File: src/rtl/dti_rr_arbiter.sv
// Round-robin arbiter merging N dti streams into one registered output; the winning index is
// prepended to the beat. Define DTI_RR_ARBITER_EOT_LOCK_EN to hold the grant until eot.
module dti_rr_arbiter #(
   parameter int unsigned N     = 4,
   parameter int unsigned W     = 16,
   parameter int unsigned IDX_W = $clog2(N)
) (
   input  logic                 clk_i,
   input  logic                 rst_i,
   input  logic [N*W-1:0]       din_data_i,
   input  logic [N-1:0]         din_valid_i,
   output logic [N-1:0]         din_ready_o,
   output logic [W+IDX_W-1:0]   dout_data_o,
   output logic                 dout_valid_o,
   input  logic                 dout_ready_i
);

   logic [IDX_W-1:0]   ptr_q, ptr_d;
   logic [W+IDX_W-1:0] dout_data_q, dout_data_d;
   logic               dout_valid_q, dout_valid_d;
   logic               load;
   logic [IDX_W-1:0]   rr_idx;
   logic               rr_any;
   logic [IDX_W-1:0]   gnt_idx;
   logic               gnt_any;
   logic [W-1:0]       gnt_data;
   logic               in_hs;

   assign load = !dout_valid_q || dout_ready_i;

   // Scan from farthest to nearest so the last hit is the first valid input after the pointer.
   always_comb begin
      rr_idx = '0;
      rr_any = 1'b0;
      for (int k = N; k >= 1; k--) begin
         if (din_valid_i[IDX_W'((int'(ptr_q) + k) % int'(N))]) begin
            rr_idx = IDX_W'((int'(ptr_q) + k) % int'(N));
            rr_any = 1'b1;
         end
      end
   end

`ifdef DTI_RR_ARBITER_EOT_LOCK_EN
   typedef enum logic {StIdle, StLocked} lock_st_e;

   lock_st_e         st_q;
   logic [IDX_W-1:0] lock_idx_q;

   // While locked, only the packet owner may transfer; others wait even if it stalls.
   always_comb begin
      if (st_q == StLocked) begin
         gnt_idx = lock_idx_q;
         gnt_any = din_valid_i[lock_idx_q];
      end else begin
         gnt_idx = rr_idx;
         gnt_any = rr_any;
      end
   end

   always_ff @(posedge clk_i or posedge rst_i) begin
      if (rst_i) begin
         st_q       <= StIdle;
         lock_idx_q <= '0;
      end else if (in_hs) begin
         unique case (st_q)
            StIdle: begin
               if (!gnt_data[W-1]) begin
                  st_q       <= StLocked;
                  lock_idx_q <= gnt_idx;
               end
            end
            StLocked: begin
               if (gnt_data[W-1]) st_q <= StIdle;
            end
            default: st_q <= StIdle;
         endcase
      end
   end
`else
   assign gnt_idx = rr_idx;
   assign gnt_any = rr_any;
`endif

   assign gnt_data    = din_data_i[int'(gnt_idx)*W +: W];
   assign in_hs       = gnt_any && load;
   assign din_ready_o = (in_hs && !rst_i) ? (N'(1) << gnt_idx) : '0;

   always_comb begin
      ptr_d        = ptr_q;
      dout_data_d  = dout_data_q;
      dout_valid_d = dout_valid_q;
      if (in_hs) begin
         ptr_d        = gnt_idx;
         dout_data_d  = {gnt_idx, gnt_data};
         dout_valid_d = 1'b1;
      end else if (dout_ready_i) begin
         dout_valid_d = 1'b0;
      end
   end

   always_ff @(posedge clk_i or posedge rst_i) begin
      if (rst_i) begin
         ptr_q        <= IDX_W'(N - 1);
         dout_data_q  <= '0;
         dout_valid_q <= 1'b0;
      end else begin
         ptr_q        <= ptr_d;
         dout_data_q  <= dout_data_d;
         dout_valid_q <= dout_valid_d;
      end
   end

   assign dout_data_o  = dout_data_q;
   assign dout_valid_o = dout_valid_q;

endmodule
File: config.mk
export PLATFORM = sky130hd
export DESIGN_NAME = dti_rr_arbiter
export DESIGN_NICKNAME = d
export VERILOG_FILES = /design/src/rtl/dti_rr_arbiter.sv
export SDC_FILE = /design/constraint.sdc
export NUM_CORES = 1
export LEC_CHECK = 0
export CORE_ASPECT_RATIO = 2
export CORE_MARGIN = 2
export CORE_UTILIZATION = 39
export DETAILED_ROUTE_END_ITERATION = 12
export PLACE_DENSITY = 0.86
export SYNTH_ARGS = -nofsm -noshare
export SYNTH_HDL_FRONTEND = slang
export SYNTH_SLANG_ARGS = --single-unit
File: constraint.sdc
create_clock -name clk_i -period 4.1 [get_ports clk_i]
set_clock_uncertainty 0.1 [all_clocks]
set_input_delay 0.82 -clock clk_i [delete_from_list [all_inputs] [get_ports clk_i]]
set_output_delay 0.82 -clock clk_i [all_outputs]
set_load 0.02 [all_outputs]
==> results of run 1 <==
==> how the worst min path moves through the flow <==
stage,startpoint,to,cells after the start
after global placement,dout_data_o[17],dout_data_o[17],1
after global routing,dout_data_o[17],dout_data_o[17],1
after detailed placement,dout_data_o[17],dout_data_o[17],1
final,dout_data_o[17],dout_data_o[17],1
after floorplan,ptr_q[0],ptr_q[0],2
after CTS,dout_data_o[17],dout_data_o[17],1
==> Yosys cell counts (all sizes together) <==
library cell	n	area (um2)
nand2	3	13.8
inv	3	11.3
o21ai	3	37.5
or2	1	6.26
a211oi	32	260
buf	4	47.5
mux2i	16	160
and3	3	23.8
or3b	1	8.76
o311ai	1	16.3
dfrtp	19	475
a21o	3	22.5
clkbuf	7	26.3
nor2	21	78.8
nor3	2	10.0
and4	16	140
dfstp	2	52.6
nand3	1	10.0
and2b	2	20.0
nor2b	2	12.5
a21oi	3	15.0
nor4	1	6.26
==> report_power, final <==
part           internal (mW)  total (mW)  switching (mW)
clock                 0.0694       0.138          0.0687
combinational          0.263       0.514           0.251
sequential             0.268       0.303          0.0348
==> flip-flops by register name (all words and copies together), names as in the netlist <==
register      flops
dout_data_o      18
dout_valid_o      1
ptr_q             2
==> per-layer routing <==
| metal | track usage | vias to the layer above |
|---|---|---|
| met4 | 0.125 | 0 |
| met1 | 0.263 | 755 |
| met2 | 0.405 | 75 |
| met3 | 0.0280 | 13 |
| li1 | - | 756 |
| met5 | 0 | - |
==> stage by stage <==
step           area [um2]  power, mW  utilization
2_1_floorplan        1460      0.589            -
3_3_place_gp         2450      0.812        0.680
3_5_place_dp         2450      0.822        0.680
4_1_cts              2500      0.961        0.692
5_1_grt              2500       1.01        0.692
6_report             2500      0.955        0.692
==> placed cells by master, fill, tap and decap left out, drive strengths merged, types with 2 or more instances in the layout <==
master / instances
and2b: 2
a21o: 3
dfstp: 2
nor3: 2
buf: 10
nand2: 3
o21ai: 3
mux2i: 16
dfrtp: 19
nor2b: 2
and4: 16
nor2: 21
inv: 3
clkdlybuf4s50: 93
a211oi: 32
and3: 3
a21oi: 3
clkbuf: 4
==> layout make-up <==
type / count / share of cell area
repair buffers: 103 / 0.403
multi-input cells: 111 / 0.339
flip-flops and latches: 21 / 0.211
well taps: 49 / 0.0245
clock buffers: 4 / 0.0180
inverters: 3 / 0.00451
==> logic make-up after synthesis <==
| logic type | Yosys count | share of synthesized area |
|---|---|---|
| muxes | 16 | 0.110 |
| and+or+nand+nor | 53 | 0.227 |
| AOI/OAI and AO/OA | 42 | 0.242 |
| buffers and inverters | 14 | 0.0585 |
| DFF | 21 | 0.363 |
==> impl_metrics.tcl, run 1 <==
set metrics [dict create \
    outcome "complete, no violations" \
    min_period_ns 3.97 \
    portBuffers 93 \
    endpoint "din_ready_o[3]" \
    place_congestion 0.771 \
    hpwl_mm 3.75 \
    antenna_found_initial 0 \
    ant_nets 0 \
    cp-start-kind "input port" \
    hold_class "reg -> reg" \
    clock-sinks 21 \
    rr_endpoint "dout_data_o[7]" \
    crit_top_cell "clkdlybuf4s50_1" \
    grt_max_degree 21 \
    first_global_vias 1664 \
    wl_met1_mm 1.68 \
    cts_setup_buffers 0 \
    cts_max_path_buffers 2 \
    routed.top_layer "met4" \
    n_antenna_cell 0 \
    crit_buf_inv 2 \
    fill_cells 282 \
    rr_startpoint "ptr_q[0]" \
    ys_ff_latch 21 \
    fin_cells 291 \
    end_kind "primary output" \
    cp_cell_sequence "clkdlybuf4s50_1, nor4_1, a21o_1, nor2_1, and3_1, clkdlybuf4s50_1" \
    setup_violations 0 \
    drive_gt1_frac 0.120 \
    max-slew-margin-rel 0.567 \
    peakVddDrop_v 0.000262 \
    required_ns 3.18 \
    grt_first_pass_wirelength_mm 7.41 \
    yosysUniqueCellTypes 29 \
    synthesis.area_mm2 0.00146 \
    crit_arrival_ns 3.05 \
    r2r_setup_slack_ns 1.93 \
    post_cts_hold_buffer_count 0 \
    rsz0062_at_grt "false" \
    clk_pin_slew_ns 0.07 \
    final-seq-area_um2 528 \
    cap_violations 0 \
    htreeDepth 1 \
    cts_buffers 3 \
    die_height_um 90.4 \
    die_x_um 47.2 \
    syn-instance-count 146 \
    drt-initial-drc-count 18 \
    via_count 1599 \
    place_inst 287 \
    multi_input_area_um2 846 \
    first_pass_iters 4 \
    cp.depth 6 \
    rows 31 \
    dr_wl_met2_mm 2.69 \
    synth.avg_cell_area_um2 9.97 \
    synth_seq_area_share 0.363 \
    tightest_slew_ns 0.647 \
    routed_wl_mm 4.81 \
    cp_top_family "buffers and inverters" \
    core_mm2 0.00361 \
    worstRegToRegCells 6 \
    viasPerCell 5.49 \
    cts-root-buf "clkbuf_8" \
    start_util 0.403 \
    wl_met3_um 247 \
    dp_worst_setup_slack_ns 0.131 \
    criticalPathCategory "in -> out" \
    synthToLayoutAreaGrowth_pct 71.6 \
    layout.nets 314 \
    track_usage 0.237 \
    grt_overflow 0 \
    route.detailed.drc 0 \
    die_area_mm2 0.00427 \
    io_pins 94 \
    slowest_stage "clkdlybuf4s50_1" \
    slew_viol_final 0 \
    fin_ws_ns 0.133 \
    clk_latency_ns 0.26 \
    synthesis.nets 217 \
    finalHoldViolCount 0 \
    wire_per_inst_um 16.5 \
    max_clock_freq_ghz 0.252 \
    cp_max_fo 10 \
    fin_hold_ws_ns 0.393 \
    ys.warnings.count 0 \
    crit_start "din_valid_i[1]" \
    power_density_mw_per_mm2 382 \
    critical-path-max-stage-delay_ns 0.60 \
    cts_resized 0 \
    fin_crit_sh 0.967 \
    tns_ns 0 \
    tritoncts "built" \
    p_leak_nw 0.991 \
]
Power figures use the tool's default switching activity.
==> run 2, diff against run 1 <==
--- a/config.mk
+++ b/config.mk
@@ -8,6 +8,7 @@
 export CORE_ASPECT_RATIO = 2
 export CORE_MARGIN = 2
 export CORE_UTILIZATION = 39
+export CTS_CLUSTER_SIZE = 28
 export DETAILED_ROUTE_END_ITERATION = 12
 export PLACE_DENSITY = 0.86
 export SYNTH_ARGS = -nofsm -noshare
==> constraint.sdc (replaced) <==
create_clock -name clk_i -period 4.1 [get_ports clk_i]
set_clock_uncertainty 0.1 [all_clocks]
set_input_delay 0.82 -clock clk_i [delete_from_list [all_inputs] [get_ports clk_i]]
set_output_delay 0.82 -clock clk_i [all_outputs]
set_load 0.01 [all_outputs]
==> run 2 against run 1 <==
Effect of this change: non-clock buffer count decreased by 2; maximum frequency increased by 4.0%; total power decreased by 6.3%; setup slack improved by 0.15 ns; die area unchanged; first-iteration DRC count increased by 50%; utilization decreased by 0.42 points; cell count decreased by 0.69%; worst hold slack got worse by 0.0033 ns; combinational power decreased by 11%; design area decreased by 0.60%; critical endpoint is now din_ready_o[0]; largest cell class unchanged.
==> impl_metrics.tcl, run 2 (synthesis results as in run 1) <==
set metrics [dict create \
    outcome "complete, no violations" \
    comb_power_share 0.514 \
    first_pass_iters 4 \
    rows 31 \
    drive_gt1_frac 0.113 \
    cap_violations 0 \
    largest_reg_flops 18 \
    core_mm2 0.00361 \
    endpoint "din_ready_o[0]" \
    htreeDepth 1 \
    dpl_cell_area_mm2 0.00244 \
    cts_resized 0 \
    cp_max_fo 18 \
    p_leak_nw 0.982 \
    grt_max_degree 21 \
    hold_class "reg -> reg" \
    cts_max_path_buffers 2 \
    grt_first_pass_wirelength_mm 7.51 \
    dp_worst_setup_slack_ns 0.279 \
    fin_area_mm2 0.00248 \
    cp_top_family "buffers and inverters" \
    clk_pin_slew_ns 0.08 \
    slew_viol_final 0 \
    criticalPathCategory "in -> out" \
    clockPowerShare 0.151 \
    ant_nets 0 \
    fill_cells 304 \
    track_usage 0.239 \
    tns_ns 0 \
    post_cts_hold_buffer_count 0 \
    slowest_stage "clkdlybuf4s50_1" \
    synthToLayoutAreaGrowth_pct 70.6 \
    layout.nets 312 \
    cts-root-buf "clkbuf_8" \
    hpwl_mm 3.72 \
    n_antenna_cell 0 \
    rsz0062_at_grt "false" \
    p_int_uw 596 \
    route.detailed.drc 0 \
    final-seq-area_um2 528 \
    cts_buffers 3 \
    first_global_vias 1688 \
    fin_ws_ns 0.286 \
    critical-path-max-stage-delay_ns 0.57 \
    end_kind "primary output" \
    clk_latency_ns 0.25 \
    io_pins 94 \
    peakVddDrop_v 0.000268 \
    wire_per_inst_um 15.8 \
    postLayoutCoreUtil 0.688 \
    place_congestion 0.729 \
    crit_buf_inv 2 \
    multi_input_area_um2 846 \
    hold_path.startpoint "dout_data_o[17]" \
    finalHoldViolCount 0 \
    clock-sinks 21 \
    via_count 1568 \
    layout_commonest_cell "clkdlybuf4s50_1" \
    final_cell_mix "93 x clkdlybuf4s50_1, 28 x a211oi_1, 21 x nor2_1" \
    max_clock_freq_ghz 0.262 \
    routed_wl_mm 4.57 \
    cts_setup_buffers 0 \
    fin_hold_ws_ns 0.390 \
    crit_start "din_valid_i[1]" \
    rr_endpoint "dout_data_o[9]" \
    start_util 0.403 \
    max-slew-margin-rel 0.630 \
    cp_cell_sequence "clkdlybuf4s50_1, and2b_4, o21ai_4, nand3_2, nor3_1, clkdlybuf4s50_1" \
    r2r_setup_slack_ns 1.81 \
    min_period_ns 3.81 \
    die_height_um 90.4 \
    tightest_slew_ns 0.552 \
    viasPerCell 5.43 \
    die_area_mm2 0.00427 \
    portBuffers 93 \
    fin_crit_sh 0.930 \
    crit_arrival_ns 2.89 \
    tritoncts "built" \
    required_ns 3.18 \
    crit_top_cell "clkdlybuf4s50_1" \
    setup_violations 0 \
    die_x_um 47.2 \
    switchingPower_uw 299 \
    antenna_found_initial 0 \
    power_density_mw_per_mm2 361 \
    switching_share 0.334 \
    drt-initial-drc-count 27 \
    rr_startpoint "ptr_q[0]" \
    cp.depth 6 \
    p_seq_frac 0.335 \
    grt_overflow 0 \
    worstRegToRegCells 6 \
    cp-start-kind "input port" \
]
-- run 2: cell count changes in the layout (fill, tap and decap cells not counted) --
cell   delta
buf_4     -2
-- run 2: routing by layer --
layer,GRT usage,wire length (um),part of all wire
met4,0.0903,93,0.020
met3,0.0340,240,0.053
met5,0,0,0
met2,0.442,2660,0.58
met1,0.244,1580,0.35
-- run 2: through the flow --
step,instances,total power [mW]
detailed placement,285,0.766
floorplan,146,0.546
CTS,289,0.903
global placement,285,0.755
global route,289,0.954
finish,289,0.895
-- run 2: power by group through the flow --
stage	registers, mW	clock network (mW)	logic, mW
CTS	0.302	0.138	0.463
global route	0.308	0.146	0.500
global placement	0.302	0	0.453
floorplan	0.329	0	0.217
finish	0.300	0.135	0.460
detailed placement	0.305	0	0.461
-- run 2: area by class of cell --
cell class	count	share of cell area
Clock buffer	4	0.0181
Inverter	3	0.00454
Multi-Input combinational cell	111	0.341
Sequential cell	21	0.213
Tap cell	49	0.0247
Timing Repair Buffer	101	0.399
-- run 2: worst min path at each step --
stage | end | slack, ns | depth (start not counted)
after detailed placement | dout_data_o[17] | 0.37 | 1
after CTS | dout_data_o[17] | 0.40 | 1
final | dout_data_o[17] | 0.39 | 1
after global routing | dout_data_o[17] | 0.44 | 1
after floorplan | ptr_q[0] | 0.39 | 2
after global placement | dout_data_o[17] | 0.38 | 1
-- run 2: worst reg2reg max path: stages (launching register included) --
cell      delay, ns
dfstp_2        0.56
and2b_4        0.21
o21ai_4        0.34
and3_4         0.27
buf_4          0.31
mux2i_1        0.28
a211oi_1       0.10
==> run 3, diff against run 2 <==
--- a/config.mk
+++ b/config.mk
@@ -5,12 +5,11 @@
 export SDC_FILE = /design/constraint.sdc
 export NUM_CORES = 1
 export LEC_CHECK = 0
-export CORE_ASPECT_RATIO = 2
-export CORE_MARGIN = 2
+export CORE_ASPECT_RATIO = 1.5
 export CORE_UTILIZATION = 39
 export CTS_CLUSTER_SIZE = 28
 export DETAILED_ROUTE_END_ITERATION = 12
-export PLACE_DENSITY = 0.86
+export PLACE_DENSITY = 0.85
 export SYNTH_ARGS = -nofsm -noshare
 export SYNTH_HDL_FRONTEND = slang
 export SYNTH_SLANG_ARGS = --single-unit
==> run 3 against run 2 <==
Effect of this change: largest cell class unchanged; clock power grew 4%; highest routed layer unchanged; combinational power about the same; utilization up 2.3 points; worst hold slack worse by 0.0032 ns; design area fell by 0.30%.
==> impl_metrics.tcl, run 3 (synthesis results as in run 1) <==
set metrics [dict create \
    cp_max_fo 18 \
    post_cts_hold_buffer_count 0 \
    clockPowerShare 0.155 \
    rr_endpoint "dout_data_o[13]" \
    switchingPower_uw 303 \
    drt-initial-drc-count 32 \
    fin_ws_ns 0.186 \
    layout_commonest_cell "clkdlybuf4s50_1" \
    first_global_vias 1495 \
    clk_latency_ns 0.26 \
    die_x_um 51.9 \
    die_height_um 76.8 \
    cts_max_path_buffers 2 \
    largest_reg_flops 18 \
    power_uw 899 \
    final_cell_mix "93 x clkdlybuf4s50_1, 28 x a211oi_1, 21 x nor2_1" \
    fin_hold_ws_ns 0.386 \
    track_usage 0.227 \
    tightest_slew_ns 0.579 \
    power_density_mw_per_mm2 363 \
    p_int_uw 596 \
    rr_startpoint "ptr_q[0]" \
    start_util 0.418 \
    rsz0062_at_grt "false" \
    crit_start "din_valid_i[3]" \
    criticalPathCategory "in -> out" \
    postLayoutCoreUtil 0.711 \
    fill_cells 269 \
    whs_path_depth 1 \
    cts_buffers 3 \
    htreeDepth 1 \
    cts_setup_buffers 0 \
    first_pass_iters 4 \
    setup_violations 0 \
    switching_share 0.337 \
    cts_resized 0 \
    viasPerCell 5.49 \
    fin_crit_sh 0.955 \
    min_period_ns 3.91 \
    finalHoldViolCount 0 \
    required_ns 3.18 \
    drive_gt1_frac 0.117 \
    comb_power_share 0.511 \
    cp-start-kind "input port" \
    fin_cells 282 \
    routed_wl_mm 4.31 \
    grt_first_pass_wirelength_mm 6.98 \
    synthToLayoutAreaGrowth_pct 70.1 \
    max-slew-margin-rel 0.610 \
    grt_overflow 0 \
    r2r_setup_slack_ns 1.76 \
    cap_violations 0 \
    dp_worst_setup_slack_ns 0.220 \
    clock-sinks 21 \
    n_antenna_cell 0 \
    clk_pin_slew_ns 0.09 \
    fin_area_mm2 0.00247 \
    ant_nets 0 \
    die_area_mm2 0.00398 \
    hold_path.startpoint "dout_data_o[17]" \
    via_count 1549 \
    tritoncts "built" \
    peakVddDrop_v 0.000305 \
    end_kind "primary output" \
    max_clock_freq_ghz 0.255 \
    io_pins 94 \
    grt_max_degree 21 \
    p_leak_nw 0.984 \
    rows 26 \
    hold_class "reg -> reg" \
    place_congestion 0.719 \
    portBuffers 93 \
    antenna_found_initial 0 \
    hpwl_mm 3.33 \
    place_inst 278 \
    crit_arrival_ns 2.99 \
    worstRegToRegCells 6 \
    core_mm2 0.00348 \
    layout.nets 312 \
    dpl_cell_area_mm2 0.00243 \
    tns_ns 0 \
    slew_viol_final 0 \
    cts-root-buf "clkbuf_8" \
    route.detailed.drc 0 \
    p_seq_frac 0.334 \
    holdPathEnd "dout_data_o[17]" \
    wire_per_inst_um 15.3 \
    outcome "complete, no violations" \
]
==> run 3: cell count changes in the layout (fill, tap and decap cells not counted) <==
cell / change
clkinv_2: +1
clkbuf_1: -1
==> run 3: power by group through the flow <==
stage | registers (mW) | logic, mW | clock network (mW)
floorplan | 0.329 | 0.217 | 0
global placement | 0.303 | 0.454 | 0
detailed placement | 0.305 | 0.460 | 0
CTS | 0.301 | 0.462 | 0.141
global route | 0.307 | 0.497 | 0.151
finish | 0.300 | 0.459 | 0.140
==> run 3: critical path, cell delays in order <==
cell	delay (ns)
clkdlybuf4s50_1	0.49
and2b_4	0.22
o21ai_4	0.35
nand3_2	0.29
nor3_1	0.25
clkdlybuf4s50_1	0.57
==> run 3: worst max-delay path by stage <==
stage | endpoint | slack, ns | cells past startpoint
5_1_grt | din_ready_o[0] | 0.02 | 6
4_1_cts | din_ready_o[0] | 0.20 | 6
2_1_floorplan | din_ready_o[0] | 1.29 | 5
3_3_place_gp | din_ready_o[2] | 0.26 | 6
6_report | din_ready_o[0] | 0.19 | 6
3_5_place_dp | din_ready_o[2] | 0.22 | 6
==> run 3: layer usage <==
metal,vias up,track usage,share of wire
met1,732,0.291,0.42
met2,65,0.395,0.51
met5,-,0,0
li1,750,-,-
met4,0,0.0324,0.0044
met3,2,0.0357,0.059
==> run 3: layout make-up <==
cell class,instances,area (um2),share of cell area
inverter,3,11.3,0.00455
multi-input combinational,111,846,0.342
clock buffer,3,41.3,0.0167
clock inverter,1,5.00,0.00202
sequential,21,528,0.213
tap,42,52.6,0.0212
timing repair buffer,101,991,0.400
